===== src/rtl/pmp_fork_pkg.sv =====
// ============================================================================
// Module      : pmp_fork_pkg
// Description : Shared state type and default constants for the PMP multicast fork.
// Revision    : 1.0 - initial release
// ============================================================================
`default_nettype none

package pmp_fork_pkg;

  localparam int c_nChDefault      = 16;
  localparam int c_dwDefault       = 32;
  localparam int c_stallLimDefault = 255;

  typedef enum logic [0:0] {
    IDLE = 1'b0,
    SEND = 1'b1
  } forkState_e;

  // Width of a counter that must be able to hold the value lim.
  function automatic int cntWidth(input int lim);
    return (lim < 1) ? 1 : $clog2(lim + 1);
  endfunction

endpackage

`default_nettype wire


===== src/rtl/pmp_stall_cnt.sv =====
// ============================================================================
// Module      : pmp_stall_cnt
// Description : Saturating cycle counter; sat flags that the limit was reached.
// Revision    : 1.0 - initial release
// ============================================================================
`default_nettype none

module pmp_stall_cnt
  import pmp_fork_pkg::*;
#(
  parameter int STALL_LIM = c_stallLimDefault
) (
  input  logic clk,
  input  logic rst,
  input  logic en,
  input  logic clr,
  output logic sat
);

  localparam int                c_cntW = cntWidth(STALL_LIM);
  localparam logic [c_cntW-1:0] c_lim  = c_cntW'(STALL_LIM);
  localparam logic [c_cntW-1:0] c_one  = c_cntW'(1);

  logic [c_cntW-1:0] r_cnt;

  // Clear wins over enable so a completing transaction never leaves a residue.
  always_ff @(posedge clk or posedge rst) begin
    if (rst) begin
      r_cnt <= '0;
    end else if (clr) begin
      r_cnt <= '0;
    end else if (en && (r_cnt != c_lim)) begin
      r_cnt <= r_cnt + c_one;
    end
  end

  assign sat = (r_cnt == c_lim);

endmodule

`default_nettype wire


===== src/rtl/pmp_mcast_fork.sv =====
// ============================================================================
// Module      : pmp_mcast_fork
// Description : Eager multicast fork; one input transaction to a masked channel set.
// Revision    : 1.0 - initial release
// ============================================================================
`default_nettype none

module pmp_mcast_fork
  import pmp_fork_pkg::*;
#(
  parameter int N_CH      = c_nChDefault,
  parameter int DW        = c_dwDefault,
  parameter int STALL_LIM = c_stallLimDefault
) (
  input  logic            clk,
  input  logic            rst,
  input  logic            i_valid,
  output logic            o_ready,
  input  logic [DW-1:0]   i_data,
  input  logic [N_CH-1:0] i_mask,
  output logic [N_CH-1:0] o_valid,
  input  logic [N_CH-1:0] i_ready,
  output logic [DW-1:0]   o_data,
  output logic            o_fire,
  output logic            o_drop,
  output logic            o_stall
);

  forkState_e      r_state;
  forkState_e      w_stateNext;
  logic [DW-1:0]   r_data;
  logic [DW-1:0]   w_dataNext;
  logic [N_CH-1:0] r_pend;
  logic [N_CH-1:0] w_pendNext;
  logic            r_fire;
  logic            r_drop;
  logic            w_fireNext;
  logic            w_dropNext;
  logic            w_done;
  logic            w_accept;
  logic            w_zeroMask;
  logic            w_cntEn;
  logic            w_cntClr;
  logic            w_sat;

  // Ready is combinational from i_ready so a finishing transaction can hand over
  // to the next one in the same cycle.
  assign w_done     = (r_state == SEND) && ((r_pend & ~i_ready) == '0);
  assign o_ready    = !rst && ((r_state == IDLE) || w_done);
  assign w_accept   = i_valid && o_ready;
  assign w_zeroMask = (i_mask == '0);

  always_ff @(posedge clk or posedge rst) begin
    if (rst) begin
      r_state <= IDLE;
    end else begin
      r_state <= w_stateNext;
    end
  end

  always_ff @(posedge clk or posedge rst) begin
    if (rst) begin
      r_data <= '0;
      r_pend <= '0;
      r_fire <= 1'b0;
      r_drop <= 1'b0;
    end else begin
      r_data <= w_dataNext;
      r_pend <= w_pendNext;
      r_fire <= w_fireNext;
      r_drop <= w_dropNext;
    end
  end

  always_comb begin
    w_stateNext = r_state;
    w_dataNext  = r_data;
    w_pendNext  = r_pend;
    w_fireNext  = 1'b0;
    w_dropNext  = 1'b0;
    w_cntEn     = 1'b0;
    w_cntClr    = 1'b0;

    case (r_state)
      IDLE: begin
        if (w_accept) begin
          if (w_zeroMask) begin
            w_fireNext = 1'b1;
            w_dropNext = 1'b1;
          end else begin
            w_dataNext  = i_data;
            w_pendNext  = i_mask;
            w_stateNext = SEND;
          end
        end
      end

      SEND: begin
        if (w_done) begin
          w_fireNext  = 1'b1;
          w_cntClr    = 1'b1;
          w_pendNext  = '0;
          w_stateNext = IDLE;
          if (w_accept) begin
            if (w_zeroMask) begin
              w_dropNext = 1'b1;
            end else begin
              w_dataNext  = i_data;
              w_pendNext  = i_mask;
              w_stateNext = SEND;
            end
          end
        end else begin
          // Retire each channel individually as its handshake completes.
          w_pendNext = r_pend & ~i_ready;
          w_cntEn    = 1'b1;
        end
      end

      default: begin
        w_stateNext = IDLE;
        w_pendNext  = '0;
      end
    endcase
  end

  pmp_stall_cnt #(
    .STALL_LIM (STALL_LIM)
  ) u_stallCnt (
    .clk (clk),
    .rst (rst),
    .en  (w_cntEn),
    .clr (w_cntClr),
    .sat (w_sat)
  );

  assign o_valid = (r_state == SEND) ? r_pend : '0;
  assign o_data  = r_data;
  assign o_fire  = r_fire;
  assign o_drop  = r_drop;
  assign o_stall = w_sat;

endmodule

`default_nettype wire


===== config.mk =====
export PLATFORM = sky130hd
export DESIGN_NAME = pmp_mcast_fork
export DESIGN_NICKNAME = d
export VERILOG_FILES = /design/src/rtl/pmp_fork_pkg.sv /design/src/rtl/pmp_stall_cnt.sv /design/src/rtl/pmp_mcast_fork.sv
export SDC_FILE = /design/constraint.sdc
export NUM_CORES = 1
export LEC_CHECK = 0
export CORE_ASPECT_RATIO = 1.25
export CORE_UTILIZATION = 39
export CTS_BUF_LIST = sky130_fd_sc_hd__clkbuf_4 sky130_fd_sc_hd__clkbuf_8 sky130_fd_sc_hd__clkbuf_16
export DETAILED_ROUTE_END_ITERATION = 10
export PLACE_DENSITY = 0.77
export SYNTH_ARGS = -nofsm -noshare
export SYNTH_HDL_FRONTEND = slang
export SYNTH_SLANG_ARGS = --single-unit

===== constraint.sdc =====
create_clock -name clk -period 2.1 [get_ports clk]
set_clock_uncertainty 0.1 [all_clocks]
set_input_delay 0.315 -clock clk [delete_from_list [all_inputs] [get_ports clk]]
set_output_delay 0.315 -clock clk [all_outputs]
set_load 0.02 [all_outputs]

**Word-level counts from Yosys, hierarchy flattened**

Cells that the tools add are included.

- Equality and inequality tests: 5
- $lt $le $gt $ge: 0
- $mul: 0
- Shifts and indexed selects: 0
- Multiplexer cells: 26
- Reductions and logical operators: 10
- Bitwise operators: 3
- Add/subtract/negate cells: 1
- Divide/modulo/power cells: 0

Operator list:

| kind | number |
|---|---|
| 16-bit two-way mux | 6 |
| 32-bit two-way mux | 3 |
| 32-bit one-hot mux with 2 select lines | 1 |
| 16-bit zero test | 2 |
| 16-bit one-hot mux with 2 select lines | 1 |
| 16-bit AND | 1 |
| 8-bit two-way mux | 2 |
| 16-bit inverter | 1 |
| 1-bit two-way mux | 10 |
| 8-bit by 1-bit adder with 8-bit output, second input constant | 1 |
| 8-bit equality test, second input constant | 1 |
| 8-bit inequality test, second input constant | 1 |
| 1-bit one-hot mux with 2 select lines | 3 |
| 1-bit logical AND | 4 |
| 2-bit inequality test, second input constant | 2 |
| 2-bit by 1-bit inequality test with 1-bit output, second input constant | 1 |
| 2-bit AND reduction | 1 |
| 2-bit nonzero test | 1 |
| 1-bit zero test | 1 |
| 1-bit logical OR | 1 |
| 1-bit inverter | 1 |

- Register bits: 59
- Logic and storage cells: 51
- Latch bits: 0
- Memories kept: 0
- Bits in read-only memories: 0
- Output and inout bits: 52
- RAM bits: 0

**Longest topological paths before layout**

Gate-level depths: netlist (run 1).

- Depth in word-level cells: 10
- Gate-level depth with buffers: 8
- Mapped depth without buffers: 6

**By module**

Synthesis (run 1) repeated with hierarchy kept, for this count alone.

- Cell total of the unflattened synthesis: 230
- Area, all modules: 2786.4 um2

By module, submodules not included:

| module | cells an instance | area each (um2) | instances | sequential area each (um2) |
|---|---|---|---|---|
| pmp_mcast_fork | 182 | 2294.7 | 1 | 1276.2 |
| pmp_stall_cnt | 48 | 491.7 | 1 | 200.2 |

**Worst setup path before layout (run 1)**

No wires, ideal clock.

- Path type: input to register
- From: input port rst
- To: register r_fire (netlist: o_fire)
- Arrival: 1956 ps
- Buffers on the path: 0
- Cell stages on the path: 3
- Library setup time: 88 ps
- Required time: 1912 ps
- Path slack: -44 ps
- Path through: inv_1 -> nand3_1 -> o21ai_0

- Cells in the longest elaborated chain, start to end: 5

Ends and longest elaborated chain:

| item | RTL line | source |
|---|---|---|
| start, declared | pmp_mcast_fork.sv:16 | `input logic rst,` |
| 1-bit zero test (no line) | n/a |  |
| 1-bit logical AND | pmp_mcast_fork.sv:49 | `assign o_ready = !rst && ((r_state == IDLE) \|\| w_done);` |
| 1-bit logical AND | pmp_mcast_fork.sv:50 | `assign w_accept = i_valid && o_ready;` |
| 1-bit two-way mux | pmp_mcast_fork.sv:86 | `if (w_accept) begin` |
| 1-bit one-hot mux with 2 select lines | pmp_mcast_fork.sv:84 | `case (r_state)` |
| named net w_fireNext | pmp_mcast_fork.sv:37 | `logic w_fireNext;` |
| end signal, assigned | pmp_mcast_fork.sv:70 | `r_fire <= w_fireNext;` |
| end, declared | pmp_mcast_fork.sv:35 | `logic r_fire;` |

The timed path passes the listed nets, and every way through them passes these cells.
A chain may end at the register's enable or synchronous reset.

**Worst setup path after layout (run 1)**

- From: input port i_ready[12]
- To: output port o_ready

- Cells in the longest elaborated chain, start to end: 6

Ends and longest elaborated chain:

| item | RTL line | source |
|---|---|---|
| start, declared | pmp_mcast_fork.sv:22 | `input logic [N_CH-1:0] i_ready,` |
| 16-bit inverter | pmp_mcast_fork.sv:48 | `assign w_done = (r_state == SEND) && ((r_pend & ~i_ready) == '0);` |
| 16-bit AND | pmp_mcast_fork.sv:48 |  |
| 16-bit zero test | pmp_mcast_fork.sv:48 |  |
| 1-bit logical AND | pmp_mcast_fork.sv:48 |  |
| 1-bit logical OR | pmp_mcast_fork.sv:49 |  |
| 1-bit logical AND | pmp_mcast_fork.sv:49 |  |
| end, declared | pmp_mcast_fork.sv:18 | `output logic o_ready,` |

No other way between the ends.

==> impl_metrics.csv, run 1 <==
group,metric,value,unit
status,outcome,"finished with violations",
status,violations,"setup timing",
final_layout,final_common_cell,"clkdlybuf4s50_1",
cts,max-clock-path-buffers,2,
cts,clockRootBuffer,"clkbuf_8",
cts,clkTransAtPathRegs,0.08,ns
pwr,switching_share,37.1,%
drt,routed-wl-met2,3950,um
run,cap_violations,0,
yosys,synth-compound-area-share,13.9,%
final_layout,fin_nets,472,
die,dieArea,7820,um^2
yosys,async_flop_share,100,%
placed_design,hpwl,5640,um
timing,worstMarginPinSlew,0.416,ns
yosys,yosysUniqueCellTypes,45,
pwr,power,6.65,mW
yosys,yosys_warnings,0,
final_layout,area_growth,65.5,%
yosys,synthXorXnorAreaFrac,0,%
yosys,syn_nets,300,
grt,first_global_vias,2605,
drt,route.met3.wl,520,um
cts,numCtsBuffers,9,
pwr,ir_worst_vdd,0.000749,V
die,coreArea,7100,um^2
grt,grt_pass1_wl,12600,um
placed_design,portBuffers,118,
timing,fmaxAchievable,0.429,GHz
worst_setup_path,r2r_slack,-0.23,ns
worst_setup_path,cp_max_fo,2,
die,num_rows,34,
drt,dr.pass1.iters,6,
pwr,p_sw,2.47,mW
drt,wl_per_cell,15.9,um
drt,drt_wl_total,7930,um
die,chipWidth,79.3,um
grt,globalRouteOverflowTotal,0,
drt,drtIter0Drc,96,
pwr,p_int,4.18,mW
worst_setup_path,worstPathRequired,1.68,ns
final_layout,drive_gt1_share,30.8,%
pwr,seqPwrFrac,29.1,%
cts,holdBufCountCts,0,
worst_setup_path,worst_ep_arrival_time,1.91,ns
timing,slew_viol_final,0,
grt,antenna_found_initial,0,
timing,relSlewSlack,72.0,%
drt,top_layer,"met4",
timing,hold_violations,0,
yosys,seq_area_frac_synth,50.7,%
pwr,clockPowerShare,14.3,%
yosys,synth_fa_ha_area_share,0.429,%
placed_design,preCtsSetupSlack,-0.695,ns
yosys,syn_area_per_cell,12.6,um^2
timing,fin_ws,-0.229,ns
timing,setup_viol,43,
cts,clock_latency,0.33,ns
placed_design,gp_congestion,0.802,
pwr,p_per_area,1380,nW/um^2
timing,finalCritPeriodShare,111,%
yosys,ys_top_cells_by_area,"dfrtp_1 (51%), mux2_4 (14%), and2_1 (3.2%)",
min_path,hp-class,"in2reg",
worst_setup_path,worstSetupPathType,"in2out",
final_layout,fill_cells,533,
die,pin_count,119,
grt,gr-usage-all-layers,21.1,%
yosys,synth-edff-count,0,
drt,num_vias,2509,
cts,cts.sinks,59,
die,start_util,41.0,%
drt,met1Wirelength,3400,um
cts,cts_tree,"yes",
yosys,synth_mux_area_share,17.9,%
grt,grt_max_degree,33,
yosys,yosysTopAreaCell,"dfrtp_1",
final_layout,final_cell_mix,"clkdlybuf4s50_1 (95), dfrtp_1 (59), buf_4 (51), mux2_4 (32), dlygate4sd2_1 (17)",
drt,antenna_left,0,
timing,fin_crit,2.33,ns
yosys,synth_area,2910,um^2
drt,drc,0,
worst_setup_path,cp-end-kind,"primary output",
yosys,syn_inst,232,
yosys,ys_ff_latch,59,
final_layout,n_antenna_cell,0,
timing,rsz0062_at_grt,"yes",
pwr,leakagePower,2.26,nW
drt,vias_per_cell,5.03,
yosys,synth_top_family_by_area,"multiplexers",
yosys,synth.top_cell.area_share,50.7,%
yosys,synth_ff_type,"dfrtp_1",
cts,htreeDepth,3,
die,die_h,98.6,um
yosys,yosys.area_share.simple,11.9,%
worst_setup_path,startpoint_type,"input pin",
pwr,p_comb_share,56.6,%
## synth_stat cells, types with 2 or more instances
| cell type | number |
|---|---|
| a22oi_1 | 6 |
| and4_1 | 3 |
| nor2_1 | 6 |
| buf_12 | 3 |
| o21ai_1 | 3 |
| and3_1 | 2 |
| a31o_2 | 2 |
| inv_1 | 9 |
| o21ai_0 | 16 |
| dfrtp_1 | 59 |
| nand2_1 | 4 |
| a21oi_1 | 8 |
| mux2i_1 | 6 |
| nand3_1 | 5 |
| mux2_2 | 2 |
| nor4_1 | 4 |
| a22o_1 | 10 |
| mux2_4 | 27 |
| clkbuf_1 | 5 |
| mux2_1 | 3 |
| a21o_1 | 2 |
| nor2b_1 | 8 |
| and2_1 | 15 |
| nor3_1 | 2 |
| o211a_1 | 2 |
## stage by stage
step           util (%)  area, um^2  std cells  hold WS [ns]  TNS [ns]
4_1_cts            68.0        4830        502         0.385     -6.89
6_report           67.9        4820        499         0.175     -8.27
5_1_grt            67.9        4820        499         0.189    -13.28
3_5_place_dp       63.1        4490        476         0.379    -26.59
2_1_floorplan         -        2920        232         0.319         0
3_3_place_gp       63.1        4490        476         0.369    -24.90
## sequential cells by signal, summed over array words and instances (netlist names)
register	flops
o_data	32
u_stallCnt.r_cnt	8
r_pend	16
o_fire	1
o_drop	1
r_state	1
## cell families after synthesis
family	Yosys count
buffers and inverters	21
DFF	59
muxes	38
adders and majority gates	1
and+or+nand+nor	57
AOI/OAI and AO/OA	56
## worst paths after layout
| check | cells past startpoint | to | start |
|---|---|---|---|
| worst max-delay path | 8 | o_ready | i_ready[12] |
| worst min-delay path | 2 | r_pend[5]$_DFFE_PP0P_ | i_mask[5] |
| worst max register to register | 8 | o_data[13]$_DFFE_PP0P_ | r_pend[1]$_DFFE_PP0P_ |
| worst min register to register | 1 | o_data[24]$_DFFE_PP0P_ | o_data[24]$_DFFE_PP0P_ |
| max in group asynchronous | 4 | r_pend[13]$_DFFE_PP0P_ | rst |
| min in group asynchronous | 4 | o_data[8]$_DFFE_PP0P_ | rst |
## critical path, cell delays in order
cell	delay (ns)
clkdlybuf4s50_1	0.51
nor2b_4	0.07
a2111oi_4	0.35
nand3_1	0.16
nor2_2	0.16
nor2_1	0.07
nor2_1	0.12
buf_4	0.16
## final cells by class
| class | count | area [um^2] | area share (%) |
|---|---|---|---|
| clock inverters | 7 | 58.8 | 1.22 |
| clock buffers | 9 | 124 | 2.57 |
| flip-flops and latches | 59 | 1480 | 30.6 |
| well taps | 90 | 113 | 2.33 |
| multi-input cells | 152 | 1360 | 28.2 |
| inverters | 9 | 37.5 | 0.778 |
| repair buffers | 173 | 1650 | 34.3 |
## per-layer routing
metal | up-vias | GRT usage (%)
met4 | 0 | 5.45
li1 | 1185 | -
met3 | 4 | 5.56
met2 | 98 | 36.3
met1 | 1222 | 25.8
met5 | - | 0
## repair_timing
action,in CTS,in global routing
hold endpoints to repair,0,0
endpoints found under the setup margin,63,59
gates resized for setup,43,14
pin swaps,2,8
gates cloned,2,1
buffers inserted,8,3
## power groups by stage
| stage | Clock, mW | Sequential [mW] | Combinational (mW) |
|---|---|---|---|
| finish | 0.951 | 1.93 | 3.77 |
| global route | 1.04 | 1.99 | 4.03 |
| CTS | 0.981 | 1.92 | 3.84 |
| detailed placement | 0 | 1.93 | 3.54 |
| global placement | 0 | 1.90 | 3.49 |
| floorplan | 0 | 2.30 | 1.60 |
No activity file was read; power rests on OpenSTA's default activity.
==> run 2: changes to the inputs <==
--- a/config.mk
+++ b/config.mk
@@ -10,6 +10,7 @@
 export CTS_BUF_LIST = sky130_fd_sc_hd__clkbuf_4 sky130_fd_sc_hd__clkbuf_8 sky130_fd_sc_hd__clkbuf_16
 export DETAILED_ROUTE_END_ITERATION = 10
 export PLACE_DENSITY = 0.77
+export SKIP_LAST_GASP = 1
 export SYNTH_ARGS = -nofsm -noshare
 export SYNTH_HDL_FRONTEND = slang
 export SYNTH_SLANG_ARGS = --single-unit
==> run 2 against run 1 <==
Net effect:
- the flow still finishes with violations (setup timing)
- count of clock-buffer cells in the layout unchanged
- final cell count is 0.20% higher
- total power is 0.34% lower
- maximum frequency is 1.8% lower
- via count grew 0.24%
==> impl_metrics.csv, run 2 (same netlist as run 1, synthesis figures left out) <==
group,metric,value,unit
final_layout,largest_reg_flops,32,
grt,grt_pass1_wl,12700,um
drt,drt_wl_total,7890,um
timing,hold_violations,0,
timing,setup_viol,43,
die,pin_count,119,
grt,grt_max_degree,33,
placed_design,hpwl,5640,um
final_layout,drive_gt1_share,30.0,%
timing,worstMarginPinSlew,0.422,ns
drt,drtIter0Drc,83,
drt,num_vias,2515,
drt,wl_per_cell,15.8,um
cts,clockRootBuffer,"clkbuf_8",
timing,whs,0.175,ns
worst_setup_path,worst_ep_arrival_time,2.49,ns
placed_design,preCtsSetupSlack,-0.695,ns
final_layout,fin_util,68.0,%
die,chipWidth,79.3,um
grt,globalRouteOverflowTotal,0,
drt,vias_per_cell,5.03,
die,coreArea,7100,um^2
die,start_util,41.0,%
worst_setup_path,r2r.worst_path.cells,9,
final_layout,final_cell_mix,"clkdlybuf4s50_1 (95), dfrtp_1 (59), buf_4 (51), mux2_4 (27), dlygate4sd2_1 (17)",
cts,max-clock-path-buffers,2,
die,dieArea,7820,um^2
grt,antenna_found_initial,0,
timing,finalCritPeriodShare,113,%
drt,antenna_left,0,
worst_setup_path,cp_max_fo,5,
cts,clock_latency,0.33,ns
grt,gr-usage-all-layers,21.1,%
worst_setup_path,cp-end-kind,"flip-flop",
timing,fin_crit,2.37,ns
final_layout,n_antenna_cell,0,
placed_design,dp_cells,476,
placed_design,portBuffers,118,
timing,slew_viol_final,0,
final_layout,final_common_cell,"clkdlybuf4s50_1",
worst_setup_path,startpoint,"i_ready[12]",
drt,drc,0,
pwr,leakagePower,2.25,nW
worst_setup_path,r2r_slack,-0.23,ns
cts,cts.sinks,59,
worst_setup_path,reg2reg_to,"o_data[20]$_DFFE_PP0P_",
worst_setup_path,worstPathRequired,2.22,ns
worst_setup_path,startpoint_type,"input pin",
cts,cts_tree,"yes",
timing,fmaxAchievable,0.422,GHz
placed_design,gp_congestion,0.802,
min_path,holdPathStages,2,
worst_setup_path,cp-endpoint,"o_data[20]$_DFFE_PP0P_",
cts,clkTransAtPathRegs,0.07,ns
grt,first_global_vias,2598,
cts,htreeDepth,3,
worst_setup_path,reg2reg_from,"r_pend[1]$_DFFE_PP0P_",
final_layout,stdcell_count,500,
cts,numCtsBuffers,9,
drt,dr.pass1.iters,4,
status,violations,"setup timing",
run,cap_violations,0,
worst_setup_path,worstSetupPathType,"in2reg",
pwr,p_per_area,1370,nW/um^2
pwr,power,6.63,mW
status,outcome,"finished with violations",
final_layout,area_growth,65.7,%
final_layout,fin_nets,473,
die,num_rows,34,
min_path,hp-class,"in2reg",
timing,relSlewSlack,71.6,%
die,die_h,98.6,um
pwr,ir_worst_vdd,0.000723,V
timing,fin_ws,-0.271,ns
timing,rsz0062_at_grt,"yes",
## run 2: cell count changes in the layout (fill, tap and decap cells not counted), sizes merged
cell,change
buf,+2
clkbuf,-1
## run 2: repair_timing
action,in CTS,in global routing
setup endpoints to repair,63,59
setup buffers,8,3
hold buffers,0,0
gates resized for setup,35,14
pin swaps,2,7
gates cloned,2,0
## run 2: worst min-delay path by stage
stage,start,to
floorplan,rst,o_data[0]$_DFFE_PP0P_
global placement,o_data[23]$_DFFE_PP0P_,o_data[23]$_DFFE_PP0P_
detailed placement,o_data[9]$_DFFE_PP0P_,o_data[9]$_DFFE_PP0P_
CTS,i_mask[7],r_pend[7]$_DFFE_PP0P_
global route,i_mask[5],r_pend[5]$_DFFE_PP0P_
finish,i_mask[5],r_pend[5]$_DFFE_PP0P_
## run 2: final cells by class
cell class              count  area, um^2
fillers                   534        2280
repair buffers            174        1680
flip-flops and latches     59        1480
multi-input cells         152        1340
clock buffers               9         124
well taps                  90         113
clock inverters             7        58.8
inverters                   9        37.5
## run 2: metal layers
layer	track usage, %	vias to the layer above	wire (um)	part of all wire (%)
met5	0	-	0	0
met4	5.45	0	73	0.92
met3	5.28	5	514	6.5
met2	36.6	103	3960	50
met1	25.8	1216	3350	42
li1	-	1191	-	-
## run 2: worst max-delay path: stages
cell and delay [ns]:
clkdlybuf4s50_1 0.51, nor2b_4 0.06, a2111oi_4 0.35, nand3_1 0.16
buf_4 0.17, o21ai_2 0.15, and2_4 0.24, buf_12 0.12
buf_16 0.11, mux2_4 0.29
## run 2: power breakdown
group          total, mW  switching, mW  internal [mW]
Clock              0.951          0.506          0.446
Sequential          1.93          0.304           1.63
Combinational       3.75           1.65           2.09
## run 2: stage by stage
stage	area [um^2]	TNS, ns
final	4830	-9.48
after global routing	4830	-13.14
after CTS	4800	-7.32
after detailed placement	4490	-26.59
after global placement	4490	-24.90
after floorplan	2920	0
==> run 3: changes to the inputs <==
--- a/config.mk
+++ b/config.mk
@@ -9,6 +9,7 @@
 export CORE_UTILIZATION = 39
 export CTS_BUF_LIST = sky130_fd_sc_hd__clkbuf_4 sky130_fd_sc_hd__clkbuf_8 sky130_fd_sc_hd__clkbuf_16
 export DETAILED_ROUTE_END_ITERATION = 10
+export GPL_TIMING_DRIVEN = 0
 export PLACE_DENSITY = 0.77
 export SKIP_LAST_GASP = 1
 export SYNTH_ARGS = -nofsm -noshare
==> run 3 against run 2 <==
Net effect:
- the run still ends with setup timing left
- final cell count decreased by 4.2%
- critical path type is now reg2reg
- sequential share of layout area decreased by 0.19 points
- largest power group unchanged
- die area unchanged
- cell area increased by 0.70%
- core utilization increased by 0.48 points
- non-clock buffer count decreased by 21
- hold slack improved by 0.073 ns
==> impl_metrics.csv, run 3 (same netlist as run 1, synthesis figures left out) <==
group,metric,value,unit
worst_setup_path,worst_ep_arrival_time,2.54,ns
final_layout,largest_reg_flops,32,
cts,clkTransAtPathRegs,0.07,ns
placed_design,preCtsSetupSlack,-1.06,ns
drt,drt_wl_total,8400,um
drt,num_vias,2505,
placed_design,portBuffers,118,
grt,grt_pass1_wl,13100,um
cts,max-clock-path-buffers,2,
final_layout,n_antenna_cell,0,
final_layout,fill_cells,507,
worst_setup_path,crit_slowest_cell,"dfrtp_1",
timing,whs,0.247,ns
worst_setup_path,cp-end-kind,"flip-flop",
final_layout,drive_gt1_share,30.1,%
grt,globalRouteOverflowTotal,0,
pwr,leakagePower,2.21,nW
die,start_util,41.0,%
die,die_h,98.6,um
die,chipWidth,79.3,um
drt,wl_per_cell,17.5,um
cts,numCtsBuffers,9,
timing,worstMarginPinSlew,0.393,ns
cts,clockRootBuffer,"clkbuf_8",
grt,antenna_found_initial,0,
timing,fin_crit,2.42,ns
final_layout,stdcell_count,479,
final_layout,final_common_cell,"clkdlybuf4s50_1",
pwr,p_per_area,1470,nW/um^2
final_layout,area_growth,66.9,%
worst_setup_path,cp_max_fo,6,
cts,cts.sinks,59,
drt,antenna_left,0,
placed_design,hpwl,5580,um
run,cap_violations,0,
timing,fin_ws,-0.322,ns
die,coreArea,7100,um^2
grt,first_global_vias,2685,
final_layout,fin_util,68.4,%
final_layout,fin_nets,452,
timing,setup_viol,44,
min_path,hp-class,"in2reg",
die,pin_count,119,
final_layout,final_cell_mix,"clkdlybuf4s50_1 (93), dfrtp_1 (58), mux2_4 (32), and2_1 (15), o21ai_0 (14)",
cts,cts_tree,"yes",
pwr,ir_worst_vdd,0.000665,V
status,outcome,"finished with violations",
drt,dr.pass1.iters,4,
drt,drc,0,
worst_setup_path,slowest_delay,0.40,ns
worst_setup_path,cp_cell_sequence,"nor2b_4, a2111oi_4, o2111ai_4, buf_6, o21ai_4, and2_4, buf_12, buf_16, mux2_4",
cts,holdBufCountCts,0,
placed_design,gp_congestion,0.835,
timing,fmaxAchievable,0.413,GHz
timing,relSlewSlack,73.8,%
timing,slew_viol_final,0,
grt,gr-usage-all-layers,22.0,%
drt,vias_per_cell,5.23,
grt,grt_max_degree,61,
cts,htreeDepth,3,
worst_setup_path,worstPathRequired,2.22,ns
die,dieArea,7820,um^2
die,num_rows,34,
timing,hold_violations,0,
status,violations,"setup timing",
placed_design,dp_cells,440,
timing,finalCritPeriodShare,115,%
worst_setup_path,worstSetupPathType,"reg2reg",
cts,clock_latency,0.33,ns
worst_setup_path,startpoint_type,"flip-flop",
final_layout,fin_area,4860,um^2
timing,rsz0062_at_grt,"yes",
drt,drtIter0Drc,55,
placed_design,dpl-instance-area,4220,um^2
[run 3: routing by layer]
layer  vias to the layer above  routed length (um)  track usage (%)
met3                        17                 532             4.81
met4                         0                 213             10.3
met1                      1214                3300             23.7
met5                         -                   0                0
li1                       1148                   -                -
met2                       126                4350             40.2
[run 3: critical path: cells and delay by family, from the launching register on]
family / cells / cell delay, ns
AND/OR/NAND/NOR: 2 / 0.38
multiplexers: 1 / 0.30
flip-flops: 1 / 0.40
AO/OA/AOI/OAI: 3 / 0.71
buffers and inverters: 3 / 0.42
[run 3: area by class of cell]
type / count / area [um^2] / share of cell area (%)
sequential: 59 / 1480 / 30.4
timing repair buffer: 146 / 1480 / 30.4
multi-input combinational: 152 / 1440 / 29.7
clock buffer: 10 / 138 / 2.83
tap: 90 / 113 / 2.32
clock inverter: 6 / 95.1 / 1.96
buffer: 7 / 81.3 / 1.67
inverter: 9 / 37.5 / 0.772
[run 3: repair_timing]
item / CTS / global route
pin swaps: 6 / 14
cloned: 3 / 1
endpoints found under the setup margin: 69 / 61
resized for setup: 69 / 36
setup buffers: 17 / 7
[run 3: worst paths after layout]
path,slack [ns],from,endpoint,cells after the start
min reg2reg,0.41,o_data[5]$_DFFE_PP0P_,o_data[5]$_DFFE_PP0P_,1
min in group asynchronous,0.34,rst,o_data[7]$_DFFE_PP0P_,2
min,0.25,i_mask[1],r_pend[1]$_DFFE_PP0P_,3
max in group asynchronous,1.02,rst,r_state$_DFF_PP0_,3
max reg2reg,-0.32,r_pend[15]$_DFFE_PP0P_,o_data[8]$_DFFE_PP0P_,9
max,-0.32,r_pend[15]$_DFFE_PP0P_,o_data[8]$_DFFE_PP0P_,9
[run 3: through the flow]
step / total power [mW] / TNS, ns
after floorplan: 3.90 / 0
after global placement: 5.16 / -30.45
after detailed placement: 5.26 / -30.86
after CTS: 7.07 / -10.49
after global routing: 7.49 / -14.68
final: 7.14 / -12.37
[run 3: power by group]
group	total (mW)	switching (mW)	internal [mW]	leakage, nW
Combinational	3.99	1.78	2.21	1.36
Sequential	1.96	0.332	1.63	0.735
Clock	1.19	0.478	0.712	0.117
